## src/rtl/counter_read_control.sv

```systemverilog
// Read-side sequencer for one 8254 counter: decodes latch/mode/read-back
// control words, holds the count and status latches and steps the byte pointer.
module counter_read_control #(
  parameter int COUNTER_ID = 0
) (
  input  logic        clk,
  input  logic        reset,
  input  logic        control_word_wr,
  input  logic [7:0]  control_word,
  input  logic        read,
  input  logic [15:0] current_count,
  input  logic [7:0]  status_in,
  output logic [7:0]  databus,
  output logic        latched,
  output logic        status_latched
);

  localparam logic [1:0] SC_ID   = 2'(COUNTER_ID);
  localparam int         SEL_BIT = COUNTER_ID + 1;

  typedef enum logic {PTR_LSB, PTR_MSB} byte_ptr_t;

  logic [7:0]  databus_reg, databus_next;
  logic        latched_reg, latched_next;
  logic        status_latched_reg, status_latched_next;
  logic [15:0] ol_reg, ol_next;
  logic [7:0]  sl_reg, sl_next;
  logic [1:0]  rw_mode_reg, rw_mode_next;
  byte_ptr_t   byte_ptr_reg, byte_ptr_next;
  logic [15:0] src;

  logic [1:0] cw_sc;
  logic [1:0] cw_rw;
  logic       unused_cw_bits;

  assign cw_sc          = control_word[7:6];
  assign cw_rw          = control_word[5:4];
  assign unused_cw_bits = ^control_word[3:0];

  always_comb begin
    databus_next        = databus_reg;
    latched_next        = latched_reg;
    status_latched_next = status_latched_reg;
    ol_next             = ol_reg;
    sl_next             = sl_reg;
    rw_mode_next        = rw_mode_reg;
    byte_ptr_next       = byte_ptr_reg;
    src                 = latched_reg ? ol_reg : current_count;

    // The read is served from pre-edge state; control-word effects below
    // are layered on top of it so they win on a simultaneous edge.
    if (read) begin
      if (status_latched_reg) begin
        databus_next        = sl_reg;
        status_latched_next = 1'b0;
      end else begin
        case (rw_mode_reg)
          2'b01: begin
            databus_next = src[7:0];
            latched_next = 1'b0;
          end
          2'b10: begin
            databus_next = src[15:8];
            latched_next = 1'b0;
          end
          default: begin
            if (byte_ptr_reg == PTR_LSB) begin
              databus_next  = src[7:0];
              byte_ptr_next = PTR_MSB;
            end else begin
              databus_next  = src[15:8];
              byte_ptr_next = PTR_LSB;
              latched_next  = 1'b0;
            end
          end
        endcase
      end
    end

    if (control_word_wr) begin
      if (cw_sc == SC_ID) begin
        if (cw_rw == 2'b00) begin
          if (!latched_next) begin
            ol_next      = current_count;
            latched_next = 1'b1;
          end
        end else begin
          rw_mode_next        = cw_rw;
          latched_next        = 1'b0;
          status_latched_next = 1'b0;
          byte_ptr_next       = PTR_LSB;
        end
      end else if (cw_sc == 2'b11 && control_word[SEL_BIT]) begin
        // Read-back: bit 5 low requests the count, bit 4 low the status.
        if (!control_word[5] && !latched_next) begin
          ol_next      = current_count;
          latched_next = 1'b1;
        end
        if (!control_word[4] && !status_latched_next) begin
          sl_next             = status_in;
          status_latched_next = 1'b1;
        end
      end
    end
  end

  always_ff @(posedge clk) begin
    if (reset) begin
      databus_reg        <= 8'h00;
      latched_reg        <= 1'b0;
      status_latched_reg <= 1'b0;
      ol_reg             <= 16'h0000;
      sl_reg             <= 8'h00;
      rw_mode_reg        <= 2'b11;
      byte_ptr_reg       <= PTR_LSB;
    end else begin
      databus_reg        <= databus_next;
      latched_reg        <= latched_next;
      status_latched_reg <= status_latched_next;
      ol_reg             <= ol_next;
      sl_reg             <= sl_next;
      rw_mode_reg        <= rw_mode_next;
      byte_ptr_reg       <= byte_ptr_next;
    end
  end

  assign databus        = databus_reg;
  assign latched        = latched_reg;
  assign status_latched = status_latched_reg;

endmodule

```

## config.mk

```make
export PLATFORM = sky130hd
export DESIGN_NAME = counter_read_control
export DESIGN_NICKNAME = d
export VERILOG_FILES = /design/src/rtl/counter_read_control.sv
export SDC_FILE = /design/constraint.sdc
export NUM_CORES = 1
export LEC_CHECK = 0
export ABC_CLOCK_PERIOD_IN_PS = 2300
export BUFFER_PORTS_ARGS = -buffer_cell sky130_fd_sc_hd__buf_2
export CAP_MARGIN = 15
export CELL_PAD_IN_SITES_DETAIL_PLACEMENT = 0
export CELL_PAD_IN_SITES_GLOBAL_PLACEMENT = 2
export CORE_MARGIN = 3
export CORE_UTILIZATION = 32
export DETAILED_ROUTE_END_ITERATION = 10
export PLACE_DENSITY = 0.88
export SKIP_CTS_REPAIR_TIMING = 1
export SYNTH_ARGS = -nofsm -noshare
export SYNTH_HDL_FRONTEND = slang
export SYNTH_SLANG_ARGS = --single-unit
```

## constraint.sdc

```tcl
create_clock -name clk -period 2.3 [get_ports clk]
set_input_delay 0.115 -clock clk [delete_from_list [all_inputs] [get_ports clk]]
set_output_delay 0.115 -clock clk [all_outputs]
set_load 0.005 [all_outputs]
```

==> impl_summary.md, run 1 <==
Setup path
Data on the critical path is required at its endpoint by 2.52 ns. On the worst path, the slowest cell contributes a delay of approximately 0.36 ns. STA classifies the critical path startpoint as a register. STA puts the critical path data arrival time at roughly 2 ns.

The critical path class is register to register. The worst setup path is captured at a register. The top fanout value on the critical path is 16. Traced cell by cell, the critical path runs through inv_1, ha_1, nand2b_1, a21boi_2, nor4b_4, buf_4, mux2i_1.

The count of cells along the worst register-to-register path is 7. The slowest stage of the critical path belongs to the cell sky130_fd_sc_hd__ha_1.

Synthesis
The mapped netlist covers roughly 0.0019 mm2. The flip-flop and latch count after synthesis is 37. The Yosys warning count is 0.

The net count after synthesis is between 200 and 250. The part of the Yosys area used for sequential elements is 38.3%. The distinct cell type count of the synthesized netlist is 31. The fraction of synthesis flops using an asynchronous set or reset pin is 0%. After technology mapping, the gate count stands at 195. Yosys attributes the largest share of cell area to sky130_fd_sc_hd__dfxtp_1 38%, sky130_fd_sc_hd__mux2i_1 25%, sky130_fd_sc_hd__nand2b_1 12%.

The count of flip-flops with a built-in enable after synthesis is 0. The share of the synthesized area in the top cell type is between 30% and 40%. Of all cell types, the one taking the most synthesized area is sky130_fd_sc_hd__dfxtp_1. Among all flip-flop cells after synthesis, the most frequent one is sky130_fd_sc_hd__dfxtp_1. The synthesized area per cell is between 9 and 10 um2.

Timing
The count of pins over their slew limit came to 0. Between clock sinks in the finished design, the worst skew comes to 0.00725 ns. The final setup violation count is 0. Setup repair after global routing left no endpoint under its margin. The remaining max-slew budget at the tightest pin is between 50% and 60%. The final hold violation count is 0. The final critical path takes up 77.6% of the cycle.

Setup slack on the critical path of the routed design comes to 0.515 ns. The clock period minus worst slack is between 1.5 and 2 ns. The pin slew with the least headroom to its limit is 0.630 ns. The timing-limited maximum frequency is roughly 0.56 GHz. Summed over all failing endpoints, the final setup total negative slack is 0 ns.

Cells and area
The multi-input combinational cells in the finished layout cover a total of between 0.001 and 0.0015 mm2. The library cell used most frequently in the layout, excluding fill and tap cells, is sky130_fd_sc_hd__mux2i_1. Once layout is complete, the utilization of the core stands at between 40% and 50%. The number of cells in the finished layout apart from fillers is ~310. For this run, the post-layout net count is about 280. The area added between synthesis and finish is 20.3%.

The register with the most flip-flops in the layout has 16 of them. The post-route netlist has about a quarter of its cells at a drive strength greater than 1. The finished layout cell area is around 0.0023 mm2.

The antenna diode instance count is 0. The filler cell count in the final layout is between 500 and 600. Leaving out fill and tap cells, the most frequent cells in the layout are 49 x sky130_fd_sc_hd__mux2i_1, 42 x sky130_fd_sc_hd__buf_2, 37 x sky130_fd_sc_hd__dfxtp_1, 36 x sky130_fd_sc_hd__nand2b_1, 14 x sky130_fd_sc_hd__nor2_1. The register area is around 740 um2.

Power and ir drop
For this design the total switching power over the nets is 364 uW. The clock network is responsible for between 40% and 50% of the overall power. Internal power comes to 1120 uW. The net switching share of the total power is 24.5%. The worst IR drop on VDD is around 0.2 mV.

The proportion of power drawn by combinational gates is between 10 and 15%. The power density of the placed cells is about 640 mW/mm2. The static power due to leakage is around 0.00088 uW. The share of power burned in registers is between 40% and 50%.

GRT
The number of global-route vias before repair is between 1000 and 1500. The aggregate global-route resource usage is between 10% and 20%. The number of antenna violations at the first check in global routing is 0. The pin count of the biggest net entering global routing is between 40 and 50. After global routing the overflow that remains totals 0. The first global-routing pass estimated about 6900 um of wire.

Place
The placed instances occupy a cell area of ~0.0022 mm2. The final weighted congestion in routability-driven placement is 0.718. The worst setup slack after placement is between 0.5 and 0.6 ns. Input and output buffers added on the ports amount to 42. The final HPWL from detailed placement is just over 3000 um. The number of cells in the design after placement is roughly 300.

Clock network
The number of levels the H-tree was split into is 2. The clock latency of the later-clocked register in the worst-skew pair is between 0.2 and 0.3 ns. The tree is rooted in a sky130_fd_sc_hd__clkbuf_8. The clock passes through at most 2 buffers. TritonCTS built the clock tree.

The number of clock sinks is 37. The number of buffers created by CTS is 5. After clock tree synthesis, the clock-pin slew on the worst setup and hold paths is 0.08 ns.

Outcome
The run finished with clean final reports.

Drt
The violation count after the first detailed-routing iteration is 77. The overall via count from detail_route is roughly 1400. The wire length reported by the detailed router is ~4200 um. The post-route antenna net violation count is 0. In the routed layout, each cell is associated on average with a via count of 4.65. The final routed DRC violation total is 0. Before antenna repair, the detailed router went through 4 iterations.

The final routed wire length divided by cell count is 13.4 um.

Floorplan
The die covers about 0.007 mm2. In this run the count of I/O pins placed on the die edge is 46. The row count is 27.

The initial utilization of the core area, before any placement, comes to ~34%. The die span in x is approximately 84 um. In this run the vertical extent of the chip is between 80 and 90 um. After floorplanning, the core was sized to cover 0.00568 mm2.

Worst hold path
The path class of the tightest hold or removal check is input pin to register. The worst hold path passes through 3 cells.

Run
The tool flagged a number of max-cap violations equal to 0.
power by group through the flow:
stage	Clock (uW)	Combinational, uW	Sequential, uW
2_1_floorplan	0	131	693
3_5_place_dp	0	216	695
4_1_cts	613	217	679
5_1_grt	641	238	684
3_3_place_gp	0	215	694
6_report	594	212	679
per-stage QoR:
| step | hold WS [ns] | power (uW) |
|---|---|---|
| CTS | 0.0433 | 1510 |
| detailed placement | 0.358 | 911 |
| global route | 0.0576 | 1560 |
| finish | 0.0511 | 1490 |
| global placement | 0.348 | 908 |
| floorplan | 0.255 | 824 |
layer usage:
layer,up-vias,global-route usage (%),share of wire (%)
met3,4,4.05,4.3
met5,-,0,0
met4,0,4.39,0.75
li1,758,-,-
met1,662,14.3,46
met2,23,21.3,49
final timing paths:
kind	endpoint	startpoint	slack, ns
max reg2reg	ol_reg[1]	rw_mode_reg[0]	0.51
min	sl_reg[4]	status_in[4]	0.05
min reg2reg	databus[3]	databus[3]	0.45
max	ol_reg[1]	rw_mode_reg[0]	0.51
cell usage after synthesis (2+ instances only):
| cell type | n |
|---|---|
| sky130_fd_sc_hd__o21ai_1 | 6 |
| sky130_fd_sc_hd__mux2i_1 | 49 |
| sky130_fd_sc_hd__o32ai_1 | 8 |
| sky130_fd_sc_hd__o21ai_0 | 3 |
| sky130_fd_sc_hd__dfxtp_1 | 37 |
| sky130_fd_sc_hd__inv_1 | 2 |
| sky130_fd_sc_hd__a21oi_1 | 2 |
| sky130_fd_sc_hd__nor2_1 | 14 |
| sky130_fd_sc_hd__nand2_1 | 10 |
| sky130_fd_sc_hd__ha_1 | 2 |
| sky130_fd_sc_hd__clkbuf_1 | 5 |
| sky130_fd_sc_hd__buf_4 | 2 |
| sky130_fd_sc_hd__nor2b_4 | 2 |
| sky130_fd_sc_hd__nand2b_1 | 36 |
critical path: cells and delay by family (launching register included):
family | cells | cell delay [ns]
buf+inv | 2 | 0.39
fa+ha+maj | 1 | 0.36
flops | 1 | 0.34
simple gates | 2 | 0.32
mux | 1 | 0.23
compound gates | 1 | 0.08
cell families after synthesis:
| kind of cell | synth area share (%) |
|---|---|
| xor gates and xnor gates | 0.453 |
| adders and majority gates | 1.30 |
| and+or+nand+nor | 22.0 |
| DFF | 38.3 |
| buffers and inverters | 4.21 |
| AOI/OAI and AO/OA | 8.29 |
| muxes | 25.4 |
layout make-up:
class | count | share of cell area [%]
Clock buffer | 6 | 3.55
Clock inverter | 2 | 1.61
Inverter | 2 | 0.323
Multi-Input combinational cell | 145 | 48.1
Sequential cell | 37 | 31.9
Tap cell | 72 | 3.88
Timing Repair Buffer | 47 | 10.7
Note: power is estimated with default switching activity, not from simulation.
==> run 2: changes to the inputs <==
--- a/config.mk
+++ b/config.mk
@@ -5,7 +5,7 @@
 export SDC_FILE = /design/constraint.sdc
 export NUM_CORES = 1
 export LEC_CHECK = 0
-export ABC_CLOCK_PERIOD_IN_PS = 2300
+export ABC_CLOCK_PERIOD_IN_PS = 1700
 export BUFFER_PORTS_ARGS = -buffer_cell sky130_fd_sc_hd__buf_2
 export CAP_MARGIN = 15
 export CELL_PAD_IN_SITES_DETAIL_PLACEMENT = 0
==> constraint.sdc (replaced) <==
create_clock -name clk -period 1.7 [get_ports clk]
set_input_delay 0.085 -clock clk [delete_from_list [all_inputs] [get_ports clk]]
set_output_delay 0.085 -clock clk [all_outputs]
set_load 0.005 [all_outputs]
==> run 2 against run 1 <==
Worst setup slack got worse by 0.43 ns. Clock power increased by 4.2%. Critical path depth increased by 1. Flip-flop and latch count unchanged. Critical path type unchanged. Largest cell class unchanged.
==> impl_summary.md, run 2 (synthesis results as in run 1) <==
Outcome
The flow ran to the end, and the final reports show no timing, DRC or antenna violations.

Drt
Wire segments on met3 add up to roughly 180 um in the final route. The final routed wire length divided by cell count is between 10 and 15 um. The first-pass detailed-route iteration total is 4. The routed length on met2 is roughly 2200 um. Summing over every cut layer, the via total after detailed routing is around 1500. The post-route antenna net violation count is 0. Using the TritonRoute via totals, the vias-per-cell ratio works out to 4.86. The final layout contains routed wiring with a total length of between 4000 and 5000 um. The met1 wire length is about 1900 um.

For this run, design rule violations remaining after detail routing come to 0. In this run the top signal layer used is met4. The violation count after the first detailed-routing iteration is 55.

Setup path
The slowest stage of the critical path belongs to the cell sky130_fd_sc_hd__dfxtp_2. The worst setup path is launched from a register. On the worst path, the slowest cell contributes a delay of around 0.34 ns. The kind of cell adding the most delay to the critical path is buffers and inverters. The endpoint class of the critical path is a register. Walking the worst path, the cells encountered are inv_2, ha_4, nand2b_4, a21boi_2, nor4b_4, buf_4, clkbuf_16, mux2i_1. The worst setup path is of the register to register kind.

At the worst endpoint, the required time is about 1.9 ns. In this run the number of cells on the critical path is 8. The worst register-to-register path has a depth of 8. The top fanout value on the critical path is 8. The buffers plus inverters on the worst setup path is 3. The data arrival time of the critical path is about 1.8 ns.

GRT
The number of antenna violations at the first check in global routing is 0. The number of global-route vias before repair is about 1500. The pin count of the biggest net entering global routing is 31. The first global-routing pass estimated around 7300 um of wire. The leftover overflow at the end of global routing is 0.

Global routing used between 10% and 20% of the available tracks.

Power and ir drop
The worst IR drop on VDD is about 0.35 mV. Summed over all cells, the static leakage comes to 0.000901 uW. The post-route total power is 1850 uW. In this run the power density over the cells is 773 mW/mm2.

Timing
Setup repair after global routing left no endpoint under its margin. The remaining max-slew budget at the tightest pin is a little over three fifths. For the finished layout, the period the worst path requires is about 1.6 ns. Setup violations remaining at the end of the flow were counted as 0.

Adding up every negative setup slack in the final design gives 0 ns. For the final database, setup skew stands at around 0.003 ns. The final hold violation count is 0. The count of pins over their slew limit came to 0. The pin slew with the least headroom to its limit is 0.553 ns. The timing-limited maximum frequency is about 0.62 GHz. The share of the clock period used by the worst path after layout is a little over nine tenths.

Cells and area
The repair_antennas step left the layout with diodes totalling 0. The share of cells above drive strength 1 is 29.5%. Once layout is complete, the utilization of the core stands at between 40% and 50%. The register with the most flip-flops in the layout has 16 of them.

The final layout contains roughly 280 nets. The library cells used most frequently in the layout, excluding fill and tap cells, are 49 x sky130_fd_sc_hd__mux2i_1, 42 x sky130_fd_sc_hd__buf_2, 35 x sky130_fd_sc_hd__nand2b_1, 35 x sky130_fd_sc_hd__dfxtp_1, 13 x sky130_fd_sc_hd__nor2_1. The finished cells cover ~0.0024 mm2. The library cell used most frequently in the layout, excluding fill and tap cells, is sky130_fd_sc_hd__mux2i_1.

The area growth from synthesis to layout is 23.8%.

Clock network
The deepest clock path buffer count is 2. The number of levels the H-tree was split into is 2. The clock tree from TritonCTS is yes.

The library cell used as clock root buffer is sky130_fd_sc_hd__clkbuf_8. For this design, the sink count on the clock tree is 37. The clock-pin slew reported for the worst setup and hold paths after clock tree synthesis is 0.07 ns. TritonCTS created 5 clock buffers. At the later pin of the worst-skew pair, clock insertion delay measures 0.29 ns.

Run
The max-cap violation count is 0.

Floorplan
The effective utilization at floorplan is 34.0%. The row count is 27. From left edge to right edge, the die measures 83.7 um. The total core area is approximately 0.0057 mm2. Measured along the y axis, the die boundary spans 83.7 um. The die covers 0.00701 mm2.

between 40 and 50 I/O pins were placed.

Place
In this run the cell area measured after placement is between 0.002 and 0.0025 mm2. The final HPWL from detailed placement is approximately 3200 um. Buffers placed on the I/O ports in this run total 42. The final weighted congestion in routability-driven placement is between 0.7 and 0.8.

Worst hold path
The min-delay analysis places its worst path in the category input pin to register. Along the worst hold path, the cell count comes to 3.
==> run 2: area by class of cell <==
type	count	area, um2
Multi-Input combinational cell	145	1140
Clock buffer	7	86.3
Sequential cell	37	743
Timing Repair Buffer	53	323
Inverter	2	7.51
Tap cell	72	90.1
Fill cell	593	3280
==> run 2: report_power, final <==
| group | internal (uW) | leakage (uW) | switching [uW] | total (uW) |
|---|---|---|---|---|
| Sequential | 901 | 0.000300 | 20.4 | 921 |
| Clock | 322 | 0.0000443 | 297 | 619 |
| Combinational | 158 | 0.000558 | 149 | 307 |
==> run 2: path summary, 6_finish.rpt <==
path,startpoint,end,slack (ns)
hold reg to reg,databus[3],databus[3],0.45
hold / removal,status_in[1],sl_reg[1],0.03
setup / recovery,rw_mode_reg[0],ol_reg[3],0.09
setup reg to reg,rw_mode_reg[0],ol_reg[3],0.09
==> run 2: routing by layer <==
metal | up-vias | global-route usage, %
met4 | 0 | 3.95
met1 | 721 | 15.5
li1 | 784 | -
met2 | 25 | 22.6
met5 | - | 0
met3 | 6 | 3.55
==> run 2: tightest hold or removal path: cells and delay by family <==
family	cells	cell delay [ns]
buffers and inverters	1	0.07
muxes	1	0.05
and+or+nand+nor	1	0.07
==> run 2: metrics by stage <==
stage	setup WS, ns	hold WS, ns	std cells
2_1_floorplan	0.0736	0.225	195
3_3_place_gp	0.0181	0.321	307
3_5_place_dp	-0.0496	0.329	307
4_1_cts	-0.0536	0.0288	314
5_1_grt	0.00585	0.0418	316
6_report	0.0877	0.0323	316
==> run 3: changes to the inputs <==
--- a/config.mk
+++ b/config.mk
@@ -5,15 +5,15 @@
 export SDC_FILE = /design/constraint.sdc
 export NUM_CORES = 1
 export LEC_CHECK = 0
-export ABC_CLOCK_PERIOD_IN_PS = 1700
+export ABC_CLOCK_PERIOD_IN_PS = 2000
 export BUFFER_PORTS_ARGS = -buffer_cell sky130_fd_sc_hd__buf_2
 export CAP_MARGIN = 15
 export CELL_PAD_IN_SITES_DETAIL_PLACEMENT = 0
 export CELL_PAD_IN_SITES_GLOBAL_PLACEMENT = 2
 export CORE_MARGIN = 3
-export CORE_UTILIZATION = 32
+export CORE_UTILIZATION = 35
 export DETAILED_ROUTE_END_ITERATION = 10
-export PLACE_DENSITY = 0.88
+export PLACE_DENSITY = 0.94
 export SKIP_CTS_REPAIR_TIMING = 1
 export SYNTH_ARGS = -nofsm -noshare
 export SYNTH_HDL_FRONTEND = slang
==> constraint.sdc (replaced) <==
create_clock -name clk -period 2 [get_ports clk]
set_input_delay 0.1 -clock clk [delete_from_list [all_inputs] [get_ports clk]]
set_output_delay 0.1 -clock clk [all_outputs]
set_load 0.005 [all_outputs]
==> run 3 against run 2 <==
Total power shrank 8.9%. Design area fell by 1.7%. Die area shrank 8.0%. Core utilization is 2.7 points higher. Hold slack improved by 0.0066 ns. Routed wire length fell by 5.6%. Worst setup slack gained 0.18 ns. Combinational power shrank 20%. Critical endpoint is now databus[6]. Largest cell class unchanged.
==> impl_summary.md, run 3 (synthesis results as in run 1) <==
Drt
For this block, wires on met1 add up to 1830 um. The vias per cell is between 4 and 5. The post-route antenna net violation count is 0.

Dividing the detail-routed wire length by the instance count gives ~13 um. The final routed DRC violation total is 0. Wires add up to a little over 4000 um. The overall via count from detail_route is ~1500.

After detailed routing, the met3 layer carries between 150 and 200 um of wire. The routed design uses a little over 2000 um of met2 wire. The first TritonRoute pass finished after 4 iterations. The violation count after the first detailed-routing iteration is 28. The highest routing layer actually used is met4.

Setup path
The top fanout value on the critical path is 8. The worst setup slack for register-to-register paths is approximately 0.26 ns. STA puts the critical path data arrival time at 1.97 ns. The largest single stage delay on the critical path is around 0.42 ns.

Walking the worst path, the cells encountered are inv_1, ha_1, and2_1, o32ai_1, mux2i_1, o21ai_1. The buffers plus inverters on the worst setup path is 1. The count of cells along the worst register-to-register path is 6. The cell at the slowest stage of the critical path is sky130_fd_sc_hd__o32ai_1.

The startpoint identified for the worst register-to-register timing path is rw_mode_reg[0]. STA puts the critical path data required time at approximately 2.2 ns. The worst setup path is launched from a register. The critical path class is register to register.

STA classifies the critical path endpoint as a register. The kind of cell adding the most delay to the critical path is compound AO/OA/AOI/OAI gates. In this run the critical register-to-register path is captured at databus[6].

The critical path starts at rw_mode_reg[0].

Floorplan
The floorplan has 26 rows. For this design the top-level I/O count stands at 46. The core region is roughly 0.0052 mm2. The vertical die dimension is ~80 um.

The floorplan step defined a die boundary enclosing roughly 0.0064 mm2. The die is ~80 um wide. The effective utilization at floorplan is 36.9%.

Power and ir drop
In this run switching power makes up around 25% of total power. The share of power burned in registers is between 40 and 50%. Dividing total power by cell area gives a power density of around 720 mW/mm2. The proportion of power drawn by combinational gates is around 15%. The internal cell power is between 1000 and 1500 uW. The clock network is responsible for 38.9% of the overall power. The post-route total power is about 1700 uW.

Summed over all nets, the switching power comes to 421 uW. The worst-case IR drop observed on VDD is approximately 0.42 mV. The static power due to leakage is roughly 0.00088 uW.

Timing
The setup TNS is 0 ns. Static timing analysis puts the maximum clock frequency at 0.576 GHz. The share of the clock period used by the worst path after layout is 86.8%. The final setup violation count is 0. Setup repair after global routing left no endpoint under its margin. In this run the tightest slew margin relative to its limit is between 50 and 60%. The pin slew with the least headroom to its limit is ~0.64 ns. The clock period minus worst slack is around 1.7 ns. Between clock sinks in the finished design, the worst skew comes to 0.00725 ns.

The final hold violation count is 0. The count of pins over their slew limit is 0.

Clock network
The number of clock sinks is 37. The number of levels the H-tree was split into is 2. TritonCTS built the clock tree.

The later pin in the worst-skew pair is clocked with a latency of 0.29 ns. In this run, CTS created clock tree buffers numbering 5. The clock passes through at most 2 buffers.

Clock-pin slew was measured on the worst setup and hold paths at 0.08 ns. The root buffer cell chosen for the clock tree is sky130_fd_sc_hd__clkbuf_8.

Worst hold path
The path with the worst hold slack has its endpoint at sl_reg[0]. The launch point of the worst hold path is status_in[0]. In this run the worst hold path is classified as input pin to register. The worst hold path passes through 3 cells.

Place
Once placement completed, the tool counted placed cells totaling 302. After detailed placement, the total cell area comes to 0.00223 mm2. The final HPWL from detailed placement is between 3000 and 4000 um. The congestion estimate from routability-driven global placement came to roughly 0.7.

The quantity of I/O buffers inserted on ports is 42.

Cells and area
The most common cell after layout, fill and taps aside is sky130_fd_sc_hd__mux2i_1. In the final layout, the share of cells above drive strength 1 is 26.3%. The area added between synthesis and finish is 21.6%. The number of antenna diodes in the final layout is 0.

In the layout the commonest cells are 49 x sky130_fd_sc_hd__mux2i_1, 42 x sky130_fd_sc_hd__buf_2, 37 x sky130_fd_sc_hd__dfxtp_1, 36 x sky130_fd_sc_hd__nand2b_1, 14 x sky130_fd_sc_hd__nor2_1. After the last flow step, the layout net total stands at approximately 280. The number of cells in the finished layout apart from fillers is 310. Measured on the finished design, the core utilization comes to around 45%. The flip-flop count of the largest register after layout is 16. After routing the design area is 0.00235 mm2.

Outcome
The run finished with clean final reports.

GRT
The first-pass GRT wire length is between 6000 and 7000 um. The number of antenna violations at the first check in global routing is 0. The number of global-route vias before repair is ~1500. Global routing consumed, over all layers together, between 10% and 20% of the routing resources. The pin count of the biggest net entering global routing is 47.

The leftover overflow at the end of global routing is 0.

Run
Max-cap violations in this run came to 0.
run 3: how the worst max path moves through the flow:
stage                  to  slack (ns)  depth (start not counted)
2_1_floorplan   ol_reg[0]        0.37                          8
3_3_place_gp   databus[6]        0.33                          6
5_1_grt        databus[6]        0.13                          6
4_1_cts        databus[6]        0.23                          6
6_report       databus[6]        0.26                          6
3_5_place_dp    ol_reg[5]        0.30                          7
run 3: per-stage QoR:
step	setup WS, ns	hold slack [ns]
2_1_floorplan	0.374	0.240
3_3_place_gp	0.331	0.335
3_5_place_dp	0.299	0.344
4_1_cts	0.232	0.0348
5_1_grt	0.129	0.0526
6_report	0.264	0.0388
run 3: final cells by class:
cell class | instances | area (um2)
well taps | 70 | 87.6
inverters | 2 | 7.51
clock inverters | 3 | 46.3
fillers | 544 | 2890
flip-flops and latches | 37 | 741
clock buffers | 5 | 68.8
multi-input cells | 145 | 1120
repair buffers | 48 | 280
run 3: routing by layer:
metal  track usage [%]  vias up
met1              16.2      665
met5                 0        -
met4              5.07        0
met3              3.59        7
met2              24.3       27
li1                  -      765
run 3: tightest hold or removal path, cell delays in order:
cell and delay (ns):
sky130_fd_sc_hd__buf_2 0.08, sky130_fd_sc_hd__mux2i_1 0.05, sky130_fd_sc_hd__nor2_1 0.07
run 3: power groups by stage:
stage	clock network [uW]	registers [uW]	logic, uW
3_5_place_dp	0	801	248
2_1_floorplan	0	797	151
4_1_cts	677	783	250
6_report	655	783	245
5_1_grt	714	786	277
3_3_place_gp	0	800	245
